`src/rtl/ac_motor_pkg.sv`:
```
// Shared types and constants for the AC motor ramp sequencer: state encoding,
// MOD_DELAY_UMIN field positions and the post-reset configuration word.
package ac_motor_pkg;

  typedef enum logic [2:0] {
    IDLE      = 3'd0,
    ALIGN     = 3'd1,
    RAMP_UP   = 3'd2,
    RUN       = 3'd3,
    RAMP_DOWN = 3'd4,
    FAULT     = 3'd5
  } state_e;

  localparam int MOD_BIT   = 15;
  localparam int DELAY_MSB = 14;
  localparam int DELAY_LSB = 8;
  localparam int UMIN_MSB  = 7;
  localparam int UMIN_LSB  = 1;

  localparam logic [15:0] CFG_RESET = 16'h8000;

  // The ramp tick only advances in the power-moving states.
  function automatic logic is_ramping(input state_e s);
    return (s == RAMP_UP) || (s == RUN) || (s == RAMP_DOWN);
  endfunction

endpackage

```
`src/rtl/ac_motor_ramp_tick.sv`:
```
// Clearable STEP_DIV divider: one registered tick per STEP_DIV enabled clocks,
// restarting from zero whenever clr is asserted or en drops.
module ac_motor_ramp_tick #(
  parameter int STEP_DIV = 1000
) (
  input  logic CLK,
  input  logic RST,
  input  logic en,
  input  logic clr,
  output logic tick
);

  localparam int CW = $clog2(STEP_DIV);
  localparam logic [CW-1:0] CNT_LAST = CW'(STEP_DIV - 1);
  localparam logic [CW-1:0] CNT_PRE  = CW'(STEP_DIV - 2);
  localparam logic [CW-1:0] CNT_ZERO = {CW{1'b0}};

  logic [CW-1:0] cnt_r;
  logic          tick_r;

  // Counter and tick flag; tick is raised for the cycle in which the count sits at its last value.
  always_ff @(posedge CLK) begin
    if (RST) begin
      cnt_r  <= CNT_ZERO;
      tick_r <= 1'b0;
    end else if (clr || !en) begin
      cnt_r  <= CNT_ZERO;
      tick_r <= 1'b0;
    end else begin
      cnt_r  <= (cnt_r == CNT_LAST) ? CNT_ZERO : cnt_r + CW'(1);
      tick_r <= (cnt_r == CNT_PRE);
    end
  end

  assign tick = tick_r;

endmodule

```
`src/rtl/ac_motor_ramp_sequencer.sv`:
```
// Per-motor sequencer: alignment, rate-limited ramps and latched fault shutdown,
// driving the POWER command and packed MOD_DELAY_UMIN word of the motor control block.
module ac_motor_ramp_sequencer
  import ac_motor_pkg::*;
#(
  parameter int resolution_bits = 12,
  parameter int STEP_DIV        = 1000,
  parameter int RAMP_STEP       = 1,
  parameter int ALIGN_CYCLES    = 4096
) (
  input  logic                       CLK,
  input  logic                       RST,
  input  logic                       ENABLE,
  input  logic [resolution_bits-1:0] TARGET,
  input  logic                       FAULT_IN,
  input  logic                       CLR_FAULT,
  input  logic                       CFG_MODULATION,
  input  logic [6:0]                 CFG_DELAY,
  input  logic [6:0]                 CFG_UMIN,
  output logic [resolution_bits-1:0] POWER,
  output logic [15:0]                MOD_DELAY_UMIN,
  output logic                       RUNNING,
  output logic                       BUSY,
  output logic                       FAULT_LATCHED
);

  localparam int RW  = resolution_bits;
  localparam int RW1 = resolution_bits + 1;
  localparam int AW  = (ALIGN_CYCLES > 1) ? $clog2(ALIGN_CYCLES) : 1;

  localparam logic [AW-1:0]  ALIGN_LAST = AW'(ALIGN_CYCLES - 1);
  localparam logic [AW-1:0]  ALIGN_ZERO = {AW{1'b0}};
  localparam logic [RW:0]    STEP_W     = RW1'(RAMP_STEP);
  localparam logic [RW-1:0]  P_MAX      = {RW{1'b1}};
  localparam logic [RW-1:0]  P_ZERO     = {RW{1'b0}};

  // Add is one bit wider so a carry saturates instead of wrapping.
  function automatic logic [RW-1:0] sat_add(input logic [RW-1:0] a);
    logic [RW:0] s;
    s = {1'b0, a} + STEP_W;
    return s[RW] ? P_MAX : s[RW-1:0];
  endfunction

  function automatic logic [RW-1:0] sat_sub(input logic [RW-1:0] a);
    return ({1'b0, a} > STEP_W) ? (a - STEP_W[RW-1:0]) : P_ZERO;
  endfunction

  state_e         state_r, state_next_s;
  logic [RW-1:0]  power_r, power_next_s;
  logic [AW-1:0]  align_r, align_next_s;
  logic [15:0]    mod_r;
  logic           running_r, busy_r, fault_r;
  logic [15:0]    cfg_s;
  logic [RW-1:0]  up_s, dn_s, toward_s, align_lvl_s;
  logic           tick_s, tick_clr_s, tick_en_s;

  assign up_s        = sat_add(power_r);
  assign dn_s        = sat_sub(power_r);
  assign align_lvl_s = RW'({mod_r[UMIN_MSB:UMIN_LSB], 1'b0});
  assign tick_en_s   = is_ramping(state_r);
  assign tick_clr_s  = (state_next_s != state_r);

  ac_motor_ramp_tick #(.STEP_DIV(STEP_DIV)) u_tick (
    .CLK  (CLK),
    .RST  (RST),
    .en   (tick_en_s),
    .clr  (tick_clr_s),
    .tick (tick_s)
  );

  // Assemble the configuration word from the live CFG inputs.
  always_comb begin
    cfg_s                      = 16'h0000;
    cfg_s[MOD_BIT]             = CFG_MODULATION;
    cfg_s[DELAY_MSB:DELAY_LSB] = CFG_DELAY;
    cfg_s[UMIN_MSB:UMIN_LSB]   = CFG_UMIN;
  end

  // One rate-limited step toward TARGET, clamped so it never overshoots.
  always_comb begin
    toward_s = power_r;
    if (power_r < TARGET) begin
      toward_s = (up_s > TARGET) ? TARGET : up_s;
    end else if (power_r > TARGET) begin
      toward_s = (dn_s < TARGET) ? TARGET : dn_s;
    end else begin
      toward_s = power_r;
    end
  end

  // Next-state and next-POWER; FAULT_IN overrides everything, ENABLE low beats a coincident tick.
  always_comb begin
    state_next_s = state_r;
    power_next_s = power_r;
    align_next_s = align_r;
    if (FAULT_IN) begin
      state_next_s = FAULT;
      power_next_s = P_ZERO;
    end else begin
      case (state_r)
        IDLE: begin
          power_next_s = P_ZERO;
          if (ENABLE) begin
            state_next_s = ALIGN;
            power_next_s = RW'({CFG_UMIN, 1'b0});
            align_next_s = ALIGN_LAST;
          end else begin
            state_next_s = IDLE;
          end
        end
        ALIGN: begin
          power_next_s = align_lvl_s;
          if (!ENABLE) begin
            state_next_s = RAMP_DOWN;
          end else if (align_r == ALIGN_ZERO) begin
            state_next_s = RAMP_UP;
          end else begin
            align_next_s = align_r - AW'(1);
          end
        end
        RAMP_UP, RUN: begin
          if (!ENABLE) begin
            state_next_s = RAMP_DOWN;
          end else if (tick_s) begin
            power_next_s = toward_s;
            state_next_s = (toward_s == TARGET) ? RUN : state_r;
          end else begin
            power_next_s = power_r;
          end
        end
        RAMP_DOWN: begin
          if (tick_s) begin
            power_next_s = dn_s;
            state_next_s = (dn_s == P_ZERO) ? IDLE : RAMP_DOWN;
          end else begin
            power_next_s = power_r;
          end
        end
        FAULT: begin
          power_next_s = P_ZERO;
          if (CLR_FAULT && !FAULT_IN && !ENABLE) begin
            state_next_s = IDLE;
          end else begin
            state_next_s = FAULT;
          end
        end
        default: begin
          state_next_s = IDLE;
          power_next_s = P_ZERO;
        end
      endcase
    end
  end

  // State, POWER, config word and status flags are all registered.
  always_ff @(posedge CLK) begin
    if (RST) begin
      state_r   <= IDLE;
      power_r   <= P_ZERO;
      align_r   <= ALIGN_ZERO;
      mod_r     <= CFG_RESET;
      running_r <= 1'b0;
      busy_r    <= 1'b0;
      fault_r   <= 1'b0;
    end else begin
      state_r   <= state_next_s;
      power_r   <= power_next_s;
      align_r   <= align_next_s;
      if (state_r == IDLE) begin
        mod_r <= cfg_s;
      end else begin
        mod_r <= mod_r;
      end
      running_r <= (state_next_s == RUN);
      busy_r    <= (state_next_s != IDLE) && (state_next_s != FAULT);
      fault_r   <= (state_next_s == FAULT);
    end
  end

  assign POWER          = power_r;
  assign MOD_DELAY_UMIN = mod_r;
  assign RUNNING        = running_r;
  assign BUSY           = busy_r;
  assign FAULT_LATCHED  = fault_r;

endmodule
```
`config.mk`:
```
export PLATFORM = sky130hd
export DESIGN_NAME = ac_motor_ramp_sequencer
export DESIGN_NICKNAME = d
export VERILOG_FILES = /design/src/rtl/ac_motor_pkg.sv /design/src/rtl/ac_motor_ramp_tick.sv /design/src/rtl/ac_motor_ramp_sequencer.sv
export SDC_FILE = /design/constraint.sdc
export NUM_CORES = 1
export LEC_CHECK = 0
export ABC_AREA = 1
export CORE_UTILIZATION = 56
export DETAILED_ROUTE_END_ITERATION = 7
export HOLD_SLACK_MARGIN = 0.03
export PLACE_DENSITY = 0.81
export SLEW_MARGIN = 15
export SYNTH_ARGS = -nofsm -noshare
export SYNTH_HDL_FRONTEND = slang
export SYNTH_SLANG_ARGS = --single-unit
```
`constraint.sdc`:
```
create_clock -name CLK -period 9.6 [get_ports CLK]
set_input_delay 1.92 -clock CLK [delete_from_list [all_inputs] [get_ports CLK]]
set_output_delay 1.92 -clock CLK [all_outputs]
set_load 0.02 [all_outputs]
```
==> out/metrics.cfg <==
[drt]
drc = 0
avgViaCountPerCell = 5.77
drt.antenna.violating_nets = 0
firstDrtPassIters = 5
num_vias = 5244
drtIter0Drc = 379
routed_wl_mm = 13.9
routedWlPerCell_um = 15.3

[finish]
multi_input_area_mm2 = 0.00317
register_area_mm2 = 0.00112
syn2layout_area_growth_pct = 15.4
diodes = 0
fill_cells = 751
final_nets = 876
drive_above_1_share = 0.0609

[pwr]
p_per_area_mw_per_mm2 = 124
max-vdd-ir-drop_mv = 0.122
power_leakage_uw = 0.00250

[yosys]
ys.flop_type = dfxtp_1
yosysTopAreaCellShare = 0.236
yosys-top-cells-count = nand2_1, inv_1, nor2_1
synth_cell_type_count = 39
syn_avg_cell_area_um2 = 6.27
synth.area.top_cells = dfxtp_1, nand2_1, ha_1
synthArstFlopShare = 0
synth_edf_count = 0
synth_fp_nets = 829
synth_most_common_cell = nand2_1
ys_seq_area_frac = 0.236
synth_cells = 756
yosysWarnings = 0
synth_area_leader_cell = dfxtp_1
syn_area_mm2 = 0.00474
synth.ff_latch_count = 56

[floorplanning]
die_w_um = 94.0
num_io_pins = 63
die_h_um = 94.0
fp-row-count = 33
start_util = 0.577
core_mm2 = 0.00822
die-area_mm2 = 0.00884

[global_routing]
antenna_found_initial = 0
grt_overflow_total = 0
grt_pass1_vias = 4807
grt_usage = 0.321
grt_pass1_wl_mm = 22.5
grt_max_degree = 26

[sta]
tightest_slew_ns = 0.880
slew_violations = 0
rsz0062_at_grt = no
max_freq_mhz = 176
setup_viol = 0
finalCriticalPeriod_ns = 5.68
hold_viol_final = 0
max_slew_margin = 0.411
fin_setup_tns_ns = 0
min_period_over_period = 0.592
timing.hold.ws_ns = 0.481
fin_skew_ns = 0.00573

[placement]
gp_congestion = 0.936
portBuffers = 61
dp_hpwl_mm = 10.8

[worst_setup_path]
critPathMaxStageDelay_ns = 0.67
worst_setup_path_end_kind = flop
required_ns = 9.80
startpoint_type = primary input
cpMostUsedCell = nand2_1
worst_ep_arrival_time_ns = 5.88
reg2reg_slack_ns = 4.42
crit_slowest_cell = nor2_1
reg2regPathDepth = 32
crit_type = primary input to flop
crit_fanout = 25

[clocking]
clk_latency_ns = 0.31
cts_sinks = 56
clockBufferDepth = 2
cts_made_buffers = 5
clk_pin_slew_ns = 0.09
hold_buffers = 0
postCtsSetupRepairBufs = 0
cts_tree = built
h-tree-depth = 2
post_cts_resized = 0
cts-root-buf = clkbuf_8

[outcome]
outcome = finished, final reports clean

[flow_run]
drv_cap = 0

[hold_path]
hold_path.class = flop to flop
min_path_cells = 2

routing by layer:
metal	up-vias	track usage	routed length [µm]
met3	33	0.0299	916
met1	2414	0.400	5910
li1	2584	-	-
met2	213	0.568	6720
met5	-	0	0
met4	0	0.119	397
through the flow:
stage	cell area, µm²	power (µW)	util	setup WS, ns	std cells
2_1_floorplan	4740	460	-	5.19	756
5_1_grt	5480	719	0.666	3.44	909
4_1_cts	5470	673	0.665	3.84	909
6_report	5480	677	0.666	3.92	909
3_3_place_gp	5380	536	0.654	3.52	901
3_5_place_dp	5380	542	0.654	3.51	901
path summary, 6_finish.rpt:
check                           from                 end
hold reg to reg   MOD_DELAY_UMIN[15]  MOD_DELAY_UMIN[15]
setup / recovery           TARGET[9]     u_tick.cnt_r[2]
hold / removal    MOD_DELAY_UMIN[15]  MOD_DELAY_UMIN[15]
setup reg to reg            POWER[0]     u_tick.cnt_r[2]
state kept, by name, indices dropped and copies added, names as in the netlist:
name and flops:
BUSY 1, FAULT_LATCHED 1, MOD_DELAY_UMIN 15, POWER 12
RUNNING 1, align_r 12, state_r 3, u_tick.cnt_r 10
u_tick.tick 1
cell families (layout without fill, tap and decap cells):
logic type               count (synthesis)  after routing  share of synthesized area
AO/OA/AOI/OAI                          130            130                      0.158
XOR/XNOR                                14             14                     0.0259
adder cells (fa/ha/maj)                 41             41                      0.108
buffers and inverters                  114            162                     0.0981
flip-flops                              56             56                      0.236
other                                    1              1                   0.000791
AND/OR/NAND/NOR                        400            400                      0.373
layout by cell type, fill, tap and decap left out, types with 8 or more instances in the layout:
| cell | n |
|---|---|
| nand2_1 | 211 |
| ha_1 | 41 |
| dfxtp_1 | 56 |
| clkdlybuf4s50_1 | 61 |
| nor2_2 | 13 |
| nand4_1 | 13 |
| o211ai_1 | 13 |
| xor2_1 | 12 |
| nor2_1 | 74 |
| nand3_1 | 49 |
| inv_2 | 10 |
| nor3_1 | 16 |
| a31oi_1 | 10 |
| o2111ai_1 | 8 |
| a21oi_1 | 58 |
| o21ai_0 | 29 |
| inv_1 | 78 |
worst max-delay path: cells and delay by family:
family | cells | cell delay [ns]
compound gates | 1 | 0.21
simple gates | 21 | 2.44
buf+inv | 3 | 0.95
fa+ha+maj | 1 | 0.34
report_power, final:
group | internal, µW | switching, µW
Combinational | 102 | 179
Clock | 59.1 | 73.6
Sequential | 248 | 15.6
Total | 409 | 268
layout make-up:
type	instances	share of cell area
Multi-Input combinational cell	586	0.578
Timing Repair Buffer	63	0.114
Inverter	91	0.0624
Sequential cell	56	0.205
Tap cell	105	0.0240
Clock buffer	8	0.0165
Power figures use the tool's default switching activity.
